$ cat config.mk
export PLATFORM = sky130hd
export DESIGN_NAME = mc_control_fsm_flat
export DESIGN_NICKNAME = d
export VERILOG_FILES = /design/src/rtl/mc_control_fsm_if.sv /design/src/rtl/mc_control_fsm.sv /design/src/flat_wrapper.sv
export SDC_FILE = /design/constraint.sdc
export NUM_CORES = 1
export LEC_CHECK = 0
export ABC_AREA = 1
export BUFFER_PORTS_ARGS = -buffer_cell sky130_fd_sc_hd__buf_2
export CAP_MARGIN = 10
export CORE_MARGIN = 5
export CORE_UTILIZATION = 51
export CTS_CLUSTER_DIAMETER = 200
export DETAILED_ROUTE_END_ITERATION = 8
export PLACE_DENSITY = 0.79
export SYNTH_ARGS = -nofsm -noshare
export SYNTH_HDL_FRONTEND = slang
export SYNTH_SLANG_ARGS = --single-unit
$ cat constraint.sdc
create_clock -name clk -period 1.9 [get_ports clk]
set_input_delay 0.285 -clock clk [delete_from_list [all_inputs] [get_ports clk]]
set_output_delay 0.285 -clock clk [all_outputs]
set_load 0.01 [all_outputs]
$ cat src/rtl/mc_control_fsm_if.sv
// mc_control_fsm_if: decode-field inputs and datapath control outputs of the
// multi-cycle control FSM. The control unit uses the master modport; the
// datapath (or a testbench standing in for it) uses the slave modport.
interface mc_control_fsm_if #(
  parameter int OPCODE_W   = 4,
  parameter int FUNCT_W    = 6,
  parameter int ALUOP_W    = 4,
  parameter int INST_CNT_W = 16
) ();

  // Decode fields and memory handshake
  logic [OPCODE_W-1:0]   opcode;
  logic [FUNCT_W-1:0]    funct;
  logic                  mem_ready;

  // Datapath controls
  logic                  PCWrite;
  logic                  PCWriteCond;
  logic                  IorD;
  logic                  MemRead;
  logic                  MemWrite;
  logic                  MemtoReg;
  logic                  IRWrite;
  logic                  RegWrite;
  logic [1:0]            RegDst;
  logic [1:0]            ALUSrcA;
  logic [1:0]            ALUSrcB;
  logic [1:0]            PCSource;
  logic [ALUOP_W-1:0]    ALUOp;
  logic                  output_port_en;

  // Status
  logic                  illegal_inst;
  logic                  is_halted;
  logic [INST_CNT_W-1:0] num_inst;

  modport master (
    input  opcode, funct, mem_ready,
    output PCWrite, PCWriteCond, IorD, MemRead, MemWrite, MemtoReg, IRWrite,
           RegWrite, RegDst, ALUSrcA, ALUSrcB, PCSource, ALUOp,
           output_port_en, illegal_inst, is_halted, num_inst
  );

  modport slave (
    output opcode, funct, mem_ready,
    input  PCWrite, PCWriteCond, IorD, MemRead, MemWrite, MemtoReg, IRWrite,
           RegWrite, RegDst, ALUSrcA, ALUSrcB, PCSource, ALUOp,
           output_port_en, illegal_inst, is_halted, num_inst
  );

endinterface

$ cat src/rtl/mc_control_fsm.sv
// mc_control_fsm: multi-cycle control FSM for the 16-bit TSC-style CPU.
// States IF/ID/EX/MEM/WB/HALT, variable-latency memory via mem_ready,
// HLT/WWD support, illegal-instruction pulse and a retired-instruction count.
// Optional macro CTRL_PERF_CNT_EN adds cycle_cnt and stall_cnt outputs.
module mc_control_fsm #(
  parameter int OPCODE_W   = 4,
  parameter int FUNCT_W    = 6,
  parameter int ALUOP_W    = 4,
  parameter int INST_CNT_W = 16
) (
  input  logic               clk,
  input  logic               reset,
  mc_control_fsm_if.master   bus
`ifdef CTRL_PERF_CNT_EN
  ,
  output logic [31:0]        cycle_cnt,
  output logic [31:0]        stall_cnt
`endif
);

  // Opcode field encodings
  localparam logic [OPCODE_W-1:0] OPC_BNE   = OPCODE_W'(0);
  localparam logic [OPCODE_W-1:0] OPC_BEQ   = OPCODE_W'(1);
  localparam logic [OPCODE_W-1:0] OPC_BGZ   = OPCODE_W'(2);
  localparam logic [OPCODE_W-1:0] OPC_BLZ   = OPCODE_W'(3);
  localparam logic [OPCODE_W-1:0] OPC_ADI   = OPCODE_W'(4);
  localparam logic [OPCODE_W-1:0] OPC_ORI   = OPCODE_W'(5);
  localparam logic [OPCODE_W-1:0] OPC_LHI   = OPCODE_W'(6);
  localparam logic [OPCODE_W-1:0] OPC_LWD   = OPCODE_W'(7);
  localparam logic [OPCODE_W-1:0] OPC_SWD   = OPCODE_W'(8);
  localparam logic [OPCODE_W-1:0] OPC_JMP   = OPCODE_W'(9);
  localparam logic [OPCODE_W-1:0] OPC_JAL   = OPCODE_W'(10);
  localparam logic [OPCODE_W-1:0] OPC_RTYPE = OPCODE_W'(15);

  // R-type funct encodings
  localparam logic [FUNCT_W-1:0] F_ADD = FUNCT_W'(0);
  localparam logic [FUNCT_W-1:0] F_SUB = FUNCT_W'(1);
  localparam logic [FUNCT_W-1:0] F_AND = FUNCT_W'(2);
  localparam logic [FUNCT_W-1:0] F_ORR = FUNCT_W'(3);
  localparam logic [FUNCT_W-1:0] F_NOT = FUNCT_W'(4);
  localparam logic [FUNCT_W-1:0] F_TCP = FUNCT_W'(5);
  localparam logic [FUNCT_W-1:0] F_SHL = FUNCT_W'(6);
  localparam logic [FUNCT_W-1:0] F_SHR = FUNCT_W'(7);
  localparam logic [FUNCT_W-1:0] F_JPR = FUNCT_W'(25);
  localparam logic [FUNCT_W-1:0] F_JRL = FUNCT_W'(26);
  localparam logic [FUNCT_W-1:0] F_WWD = FUNCT_W'(28);
  localparam logic [FUNCT_W-1:0] F_HLT = FUNCT_W'(29);

  // ALU operation encodings (OP_* set)
  localparam logic [ALUOP_W-1:0] OP_ADD = ALUOP_W'(0);
  localparam logic [ALUOP_W-1:0] OP_SUB = ALUOP_W'(1);
  localparam logic [ALUOP_W-1:0] OP_AND = ALUOP_W'(2);
  localparam logic [ALUOP_W-1:0] OP_OR  = ALUOP_W'(3);
  localparam logic [ALUOP_W-1:0] OP_NOT = ALUOP_W'(4);
  localparam logic [ALUOP_W-1:0] OP_TCP = ALUOP_W'(5);
  localparam logic [ALUOP_W-1:0] OP_SHL = ALUOP_W'(6);
  localparam logic [ALUOP_W-1:0] OP_SHR = ALUOP_W'(7);
  localparam logic [ALUOP_W-1:0] OP_ID  = ALUOP_W'(8);
  localparam logic [ALUOP_W-1:0] OP_BNE = ALUOP_W'(9);
  localparam logic [ALUOP_W-1:0] OP_BEQ = ALUOP_W'(10);
  localparam logic [ALUOP_W-1:0] OP_BGZ = ALUOP_W'(11);
  localparam logic [ALUOP_W-1:0] OP_BLZ = ALUOP_W'(12);

  // Mux select encodings
  localparam logic [1:0] DST_RT = 2'b00, DST_RD = 2'b01, DST_R2 = 2'b10;
  localparam logic [1:0] SRCA_PC = 2'b00, SRCA_RS = 2'b01, SRCA_IMMHI = 2'b10;
  localparam logic [1:0] SRCB_RT = 2'b00, SRCB_ONE = 2'b01, SRCB_IMM = 2'b10;
  localparam logic [1:0] PCS_ALU = 2'b00, PCS_JUMP = 2'b01, PCS_BR = 2'b10, PCS_RS = 2'b11;

  typedef enum logic [2:0] {S_IF, S_ID, S_EX, S_MEM, S_WB, S_HALT} state_e;

  typedef struct packed {
    logic               pc_write;
    logic               pc_write_cond;
    logic               iord;
    logic               mem_read;
    logic               mem_write;
    logic               mem_to_reg;
    logic               ir_write;
    logic               reg_write;
    logic [1:0]         reg_dst;
    logic [1:0]         alu_src_a;
    logic [1:0]         alu_src_b;
    logic [1:0]         pc_source;
    logic [ALUOP_W-1:0] alu_op;
    logic               output_port_en;
    logic               illegal_inst;
    logic               is_halted;
  } ctrl_t;

  state_e                state_q, state_d;
  logic [INST_CNT_W-1:0] num_inst_q, num_inst_d;
  ctrl_t                 ctrl;

  // R-type ALU funct to ALU operation
  function automatic logic [ALUOP_W-1:0] r_alu_op(input logic [FUNCT_W-1:0] f);
    case (f)
      F_SUB:   return OP_SUB;
      F_AND:   return OP_AND;
      F_ORR:   return OP_OR;
      F_NOT:   return OP_NOT;
      F_TCP:   return OP_TCP;
      F_SHL:   return OP_SHL;
      F_SHR:   return OP_SHR;
      default: return OP_ADD;
    endcase
  endfunction

  // Next state and combinational control outputs from state, opcode, funct, mem_ready
  always_comb begin
    // NOTE: every signal written here gets a default first, so no path leaves it unassigned and no latch is inferred.
    ctrl    = '0;
    state_d = state_q;
    case (state_q)
      S_IF: begin
        ctrl.mem_read = 1'b1;
        ctrl.ir_write = bus.mem_ready;
        if (bus.mem_ready) state_d = S_ID;
      end
      S_ID: begin
        ctrl.alu_src_a = SRCA_PC;
        ctrl.alu_src_b = SRCB_ONE;
        ctrl.alu_op    = OP_ADD;
        ctrl.pc_write  = 1'b1;
        ctrl.pc_source = PCS_ALU;
        state_d        = S_EX;
        case (bus.opcode)
          OPC_JMP: begin
            ctrl.pc_source = PCS_JUMP;
            state_d        = S_IF;
          end
          OPC_JAL: begin
            ctrl.pc_source = PCS_JUMP;
            ctrl.reg_write = 1'b1;
            ctrl.reg_dst   = DST_R2;
            state_d        = S_IF;
          end
          OPC_RTYPE: begin
            case (bus.funct)
              F_ADD, F_SUB, F_AND, F_ORR, F_NOT, F_TCP, F_SHL, F_SHR: ;
              F_JPR: begin
                ctrl.pc_source = PCS_RS;
                state_d        = S_IF;
              end
              F_JRL: begin
                ctrl.pc_source = PCS_RS;
                ctrl.reg_write = 1'b1;
                ctrl.reg_dst   = DST_R2;
                state_d        = S_IF;
              end
              F_WWD: begin
                ctrl.output_port_en = 1'b1;
                state_d             = S_IF;
              end
              F_HLT: begin
                ctrl.pc_write = 1'b0;
                state_d       = S_HALT;
              end
              default: begin
                ctrl.illegal_inst = 1'b1;
                state_d           = S_IF;
              end
            endcase
          end
          OPC_BNE, OPC_BEQ, OPC_BGZ, OPC_BLZ, OPC_ADI, OPC_ORI,
          OPC_LHI, OPC_LWD, OPC_SWD: ;
          default: begin
            ctrl.illegal_inst = 1'b1;
            state_d           = S_IF;
          end
        endcase
      end
      S_EX: begin
        state_d = S_WB;
        case (bus.opcode)
          OPC_RTYPE: begin
            ctrl.alu_src_a = SRCA_RS;
            ctrl.alu_src_b = SRCB_RT;
            ctrl.alu_op    = r_alu_op(bus.funct);
          end
          OPC_ADI, OPC_ORI: begin
            ctrl.alu_src_a = SRCA_RS;
            ctrl.alu_src_b = SRCB_IMM;
            ctrl.alu_op    = (bus.opcode == OPC_ORI) ? OP_OR : OP_ADD;
          end
          OPC_LHI: begin
            ctrl.alu_src_a = SRCA_IMMHI;
            ctrl.alu_op    = OP_ID;
          end
          OPC_LWD, OPC_SWD: begin
            ctrl.alu_src_a = SRCA_RS;
            ctrl.alu_src_b = SRCB_IMM;
            ctrl.alu_op    = OP_ADD;
            state_d        = S_MEM;
          end
          OPC_BNE, OPC_BEQ, OPC_BGZ, OPC_BLZ: begin
            ctrl.alu_src_a     = SRCA_RS;
            ctrl.alu_src_b     = SRCB_RT;
            ctrl.pc_write_cond = 1'b1;
            ctrl.pc_source     = PCS_BR;
            state_d            = S_IF;
            case (bus.opcode)
              OPC_BNE: ctrl.alu_op = OP_BNE;
              OPC_BEQ: ctrl.alu_op = OP_BEQ;
              OPC_BGZ: ctrl.alu_op = OP_BGZ;
              default: ctrl.alu_op = OP_BLZ;
            endcase
          end
          default: state_d = S_IF;
        endcase
      end
      S_MEM: begin
        ctrl.iord      = 1'b1;
        ctrl.mem_read  = (bus.opcode == OPC_LWD);
        ctrl.mem_write = (bus.opcode == OPC_SWD);
        if (bus.mem_ready) state_d = (bus.opcode == OPC_LWD) ? S_WB : S_IF;
      end
      S_WB: begin
        ctrl.reg_write  = 1'b1;
        ctrl.reg_dst    = (bus.opcode == OPC_RTYPE) ? DST_RD : DST_RT;
        ctrl.mem_to_reg = (bus.opcode == OPC_LWD);
        state_d         = S_IF;
      end
      S_HALT: ctrl.is_halted = 1'b1;
      default: state_d = S_IF;
    endcase
    // Reset abandons whatever the current state was doing this very cycle.
    if (reset) ctrl = '0;
  end

  // Retire count: one per return to IF from a non-fetch, non-halt state
  always_comb begin
    num_inst_d = num_inst_q;
    if ((state_q inside {S_ID, S_EX, S_MEM, S_WB}) && state_d == S_IF)
      num_inst_d = num_inst_q + INST_CNT_W'(1);
  end

  // State and retire-counter registers with synchronous reset
  always_ff @(posedge clk) begin
    // NOTE: sequential state uses non-blocking assignments so every flop samples pre-edge values.
    if (reset) begin
      state_q    <= S_IF;
      num_inst_q <= '0;
    end else begin
      state_q    <= state_d;
      num_inst_q <= num_inst_d;
    end
  end

`ifdef CTRL_PERF_CNT_EN
  logic [31:0] cycle_cnt_q, cycle_cnt_d;
  logic [31:0] stall_cnt_q, stall_cnt_d;

  // Performance counters: active cycles and memory wait cycles
  always_comb begin
    cycle_cnt_d = cycle_cnt_q;
    stall_cnt_d = stall_cnt_q;
    if (state_q != S_HALT) cycle_cnt_d = cycle_cnt_q + 32'd1;
    if ((state_q == S_IF || state_q == S_MEM) && !bus.mem_ready)
      stall_cnt_d = stall_cnt_q + 32'd1;
  end

  // Performance counter registers
  always_ff @(posedge clk) begin
    if (reset) begin
      cycle_cnt_q <= '0;
      stall_cnt_q <= '0;
    end else begin
      cycle_cnt_q <= cycle_cnt_d;
      stall_cnt_q <= stall_cnt_d;
    end
  end

  assign cycle_cnt = cycle_cnt_q;
  assign stall_cnt = stall_cnt_q;
`endif

  assign bus.PCWrite        = ctrl.pc_write;
  assign bus.PCWriteCond    = ctrl.pc_write_cond;
  assign bus.IorD           = ctrl.iord;
  assign bus.MemRead        = ctrl.mem_read;
  assign bus.MemWrite       = ctrl.mem_write;
  assign bus.MemtoReg       = ctrl.mem_to_reg;
  assign bus.IRWrite        = ctrl.ir_write;
  assign bus.RegWrite       = ctrl.reg_write;
  assign bus.RegDst         = ctrl.reg_dst;
  assign bus.ALUSrcA        = ctrl.alu_src_a;
  assign bus.ALUSrcB        = ctrl.alu_src_b;
  assign bus.PCSource       = ctrl.pc_source;
  assign bus.ALUOp          = ctrl.alu_op;
  assign bus.output_port_en = ctrl.output_port_en;
  assign bus.illegal_inst   = ctrl.illegal_inst;
  assign bus.is_halted      = ctrl.is_halted;
  assign bus.num_inst       = num_inst_q;

endmodule
$ cat src/flat_wrapper.sv
// flat-port wrapper written by rule: the top's interface ports become plain ports
module mc_control_fsm_flat 
#(
  parameter int OPCODE_W   = 4,
  parameter int FUNCT_W    = 6,
  parameter int ALUOP_W    = 4,
  parameter int INST_CNT_W = 16
)
  (clk, reset, bus_opcode, bus_funct, bus_mem_ready, bus_PCWrite, bus_PCWriteCond, bus_IorD, bus_MemRead, bus_MemWrite, bus_MemtoReg, bus_IRWrite, bus_RegWrite, bus_RegDst, bus_ALUSrcA, bus_ALUSrcB, bus_PCSource, bus_ALUOp, bus_output_port_en, bus_illegal_inst, bus_is_halted, bus_num_inst);
  mc_control_fsm_if #(.OPCODE_W(OPCODE_W), .FUNCT_W(FUNCT_W), .ALUOP_W(ALUOP_W), .INST_CNT_W(INST_CNT_W)) bus_i ();
  input  logic clk;
  input  logic reset;
  input wire logic [$bits(bus_i.opcode)-1:0] bus_opcode;
  input wire logic [$bits(bus_i.funct)-1:0] bus_funct;
  input wire logic [$bits(bus_i.mem_ready)-1:0] bus_mem_ready;
  output wire logic [$bits(bus_i.PCWrite)-1:0] bus_PCWrite;
  output wire logic [$bits(bus_i.PCWriteCond)-1:0] bus_PCWriteCond;
  output wire logic [$bits(bus_i.IorD)-1:0] bus_IorD;
  output wire logic [$bits(bus_i.MemRead)-1:0] bus_MemRead;
  output wire logic [$bits(bus_i.MemWrite)-1:0] bus_MemWrite;
  output wire logic [$bits(bus_i.MemtoReg)-1:0] bus_MemtoReg;
  output wire logic [$bits(bus_i.IRWrite)-1:0] bus_IRWrite;
  output wire logic [$bits(bus_i.RegWrite)-1:0] bus_RegWrite;
  output wire logic [$bits(bus_i.RegDst)-1:0] bus_RegDst;
  output wire logic [$bits(bus_i.ALUSrcA)-1:0] bus_ALUSrcA;
  output wire logic [$bits(bus_i.ALUSrcB)-1:0] bus_ALUSrcB;
  output wire logic [$bits(bus_i.PCSource)-1:0] bus_PCSource;
  output wire logic [$bits(bus_i.ALUOp)-1:0] bus_ALUOp;
  output wire logic [$bits(bus_i.output_port_en)-1:0] bus_output_port_en;
  output wire logic [$bits(bus_i.illegal_inst)-1:0] bus_illegal_inst;
  output wire logic [$bits(bus_i.is_halted)-1:0] bus_is_halted;
  output wire logic [$bits(bus_i.num_inst)-1:0] bus_num_inst;
  assign bus_i.opcode = bus_opcode;
  assign bus_i.funct = bus_funct;
  assign bus_i.mem_ready = bus_mem_ready;
  assign bus_PCWrite = bus_i.PCWrite;
  assign bus_PCWriteCond = bus_i.PCWriteCond;
  assign bus_IorD = bus_i.IorD;
  assign bus_MemRead = bus_i.MemRead;
  assign bus_MemWrite = bus_i.MemWrite;
  assign bus_MemtoReg = bus_i.MemtoReg;
  assign bus_IRWrite = bus_i.IRWrite;
  assign bus_RegWrite = bus_i.RegWrite;
  assign bus_RegDst = bus_i.RegDst;
  assign bus_ALUSrcA = bus_i.ALUSrcA;
  assign bus_ALUSrcB = bus_i.ALUSrcB;
  assign bus_PCSource = bus_i.PCSource;
  assign bus_ALUOp = bus_i.ALUOp;
  assign bus_output_port_en = bus_i.output_port_en;
  assign bus_illegal_inst = bus_i.illegal_inst;
  assign bus_is_halted = bus_i.is_halted;
  assign bus_num_inst = bus_i.num_inst;
  mc_control_fsm #(.OPCODE_W(OPCODE_W), .FUNCT_W(FUNCT_W), .ALUOP_W(ALUOP_W), .INST_CNT_W(INST_CNT_W)) u_core (.clk(clk), .reset(reset), .bus(bus_i));
endmodule
==> out/results.tsv <==
stage	metric	value	unit
clock_tree	hold_buffers	0	
setup_path	crit_chain	nor3_4, inv_2, nor2_4, inv_2, a41oi_2, buf_2	
finish	fillers	299	
finish	final_cells	361	
yosys	synth_top_area_share	23.64	%
routing	post_drt_wl_per_cell	12.02	um
clock_tree	cts.path.max_buffers	2	
clock_tree	cts_tree	built	
setup_path	cp_slowest_cell	dfxtp_4	
status	status	completed	
floorplanning	die_w	66.17	um
yosys	ys_types	33	
floorplanning	dieArea	4378	um^2
setup_path	path_buf_inv	3	
yosys	ys_seq_elements	19	
global_route	grt_use_total	20.74	%
sta	fin_worst_skew	10.85	ps
yosys	ys_seq_area_share	23.64	%
setup_path	cp.required	1620	ps
routing	vias	1848	
placement	gp_congestion	0.9565	
yosys	yosys_warnings	0	
run	cap_violations	0	
clock_tree	clockRootBuffer	clkbuf_4	
sta	fin_crit	1806	ps
yosys	synth_nets	274	
sta	finalMaxSlewViolations	0	
finish	final_cell_mix	nand2_1 (63), buf_2 (51), nor2_1 (34)	
clock_tree	insertion_delay	310	ps
yosys	synth-edff-count	0	
finish	final_common_cell	nand2_1	
placement	dpl-instance-area	1901	um^2
yosys	async_reset_ff_share	0	%
sta	setup_ws	94.00	ps
setup_path	worst-r2r-setup-slack	190	ps
floorplanning	core	3028	um^2
routing	drc_errors	0	
finish	final_area	2004	um^2
finish	area_growth	24.57	%
setup_path	crit_arrival	1520	ps
routing	drt_iter0_drc	102	
yosys	synthFlopType	dfxtp_1	
setup_path	cp_max_fo	5	
sta	max-slew-margin-rel	75.80	%
finish	drive_above_1_share	29.97	%
floorplanning	initial_utilization	53.14	%
clock_tree	numCtsBuffers	3	
setup_path	cp_top_family	flip-flops	
sta	tightestPinTransition	361.6	ps
global_route	grt-ovfl-total	0	
sta	hold_viol_final	0	
pwr	powerDensity	405.5	nW/um^2
placement	post-place-ws	158.5	ps
sta	fmax	0.5537	GHz
yosys	yosys-top-cells-area	dfxtp_1 (24%), nand2_1 (15%), nor2_1 (8.4%)	
sta	fin_tns_setup	0	ps
global_route	first_global_vias	1768	
global_route	antenna_found_initial	0	
finish	final_net_count	332	
sta	period_share	95.05	%
floorplanning	dieHeight	66.17	um
setup_path	startpoint_type	register	
hold_path	hold_class	input pin to register	
setup_path	end_kind	output port	
placement	post-dp-hpwl	3444	um
routing	dr.pass1.iters	5	
yosys	synth_area	1609	um^2
global_route	grt_pass1_wl	7251	um
yosys	synth.avg_cell_area	6.189	um^2
floorplanning	io-pin-count	52	
finish	n_antenna_cell	0	
finish	utilization	66.20	%
yosys	syn_inst	260	
floorplanning	placementRows	20	
placement	numPlacedInstances	353	
placement	io_buffers	51	
pwr	leakagePower	0.9337	nW
sta	setup_viol	0	
routing	drtAntennaViolNets	0	
clock_tree	clk_pin_slew	120	ps
setup_path	crit_type	register to output port	
sta	fin_hold_ws	265.3	ps
setup_path	cp_common_cell	inv_2	
setup_path	cpPeakStageDelay	390	ps
clock_tree	clock-sinks	19	
clock_tree	h-tree-depth	1	
global_route	grt_max_degree	20	
yosys	synth_top_area_cell	dfxtp_1	
routing	via_per_inst	5.119	
pwr	power.total	812.7	uW
pwr	ir_worst_vdd	0.1756	mV
routing	routed_wl	4339	um
[worst reg2reg max path, cell delays in order (launching register included)]
cell and delay (ps):
dfxtp_4 390, buf_4 140, nor2_2 150, xor2_1 250, nand3_4 220, nor2_8 270
nand2_1 80, a21oi_1 150
[kinds of logic (layout without fill, tap and decap cells)]
logic type / count (synthesis) / count (layout) / synth area share (%)
simple gates: 139 / 139 / 40.20
compound gates: 49 / 49 / 17.26
buf+inv: 38 / 95 / 10.50
flops: 19 / 19 / 23.64
xor+xnor: 14 / 14 / 7.621
fa+ha+maj: 1 / 1 / 0.7775
[worst paths after layout]
path | start | to | cells after the start
worst max-delay path | u_core.state_q[0]$_SDFF_PP0_ | bus_ALUSrcA[0] | 6
worst min-delay path | reset | u_core.bus.num_inst[10]$_SDFFE_PP0P_ | 2
worst max register to register | u_core.state_q[0]$_SDFF_PP0_ | u_core.bus.num_inst[2]$_SDFFE_PP0P_ | 7
worst min register to register | u_core.bus.num_inst[14]$_SDFFE_PP0P_ | u_core.bus.num_inst[14]$_SDFFE_PP0P_ | 2
[timing repair]
item,CTS,global route
buffers inserted,1,3
pin swaps,1,3
setup endpoints to repair,10,7
cloned,0,0
resized for setup,7,12
[metal layers]
| metal | global-route usage (%) | up-vias | share of wire, % |
|---|---|---|---|
| met3 | 2.891 | 6 | 4.9 |
| li1 | - | 960 | - |
| met2 | 39.03 | 53 | 50 |
| met1 | 24.15 | 829 | 44 |
| met4 | 5.330 | 0 | 1.1 |
| met5 | 0 | - | 0 |
[Yosys cell counts (2+ instances only)]
library cell,instances
nor3_1,7
nand2_2,4
a41oi_1,2
dfxtp_1,19
nand4_1,2
inv_2,2
nand2_1,65
a21oi_1,19
clkbuf_1,3
o21ai_0,14
o21ai_1,6
nand3_1,13
xor2_1,9
xnor2_1,5
nor2_2,4
a31oi_1,3
buf_8,2
nor2_1,36
nand3_4,2
inv_1,30
[registers in the layout, summed over array words and instances, names as in the netlist]
signal and count:
u_core.state_q 3, u_core.bus.num_inst 16
[power breakdown]
group,leakage (nW),internal (mW),switching [mW],total [mW]
clock,0.0177,0.0786,0.133,0.212
sequential,0.155,0.405,0.00870,0.414
combinational,0.761,0.0641,0.123,0.187
total,0.934,0.548,0.264,0.813
[cell type report]
class / instances / area (um^2) / area share (%)
Sequential cell: 19 / 386.6 / 19.29
Tap cell: 44 / 55.05 / 2.747
Inverter: 32 / 122.6 / 6.117
Timing Repair Buffer: 59 / 315.3 / 15.73
Multi-Input combinational cell: 203 / 1097 / 54.74
Clock inverter: 1 / 5.005 / 0.2497
Clock buffer: 3 / 22.52 / 1.124
No activity file was read; power rests on OpenSTA's default activity.
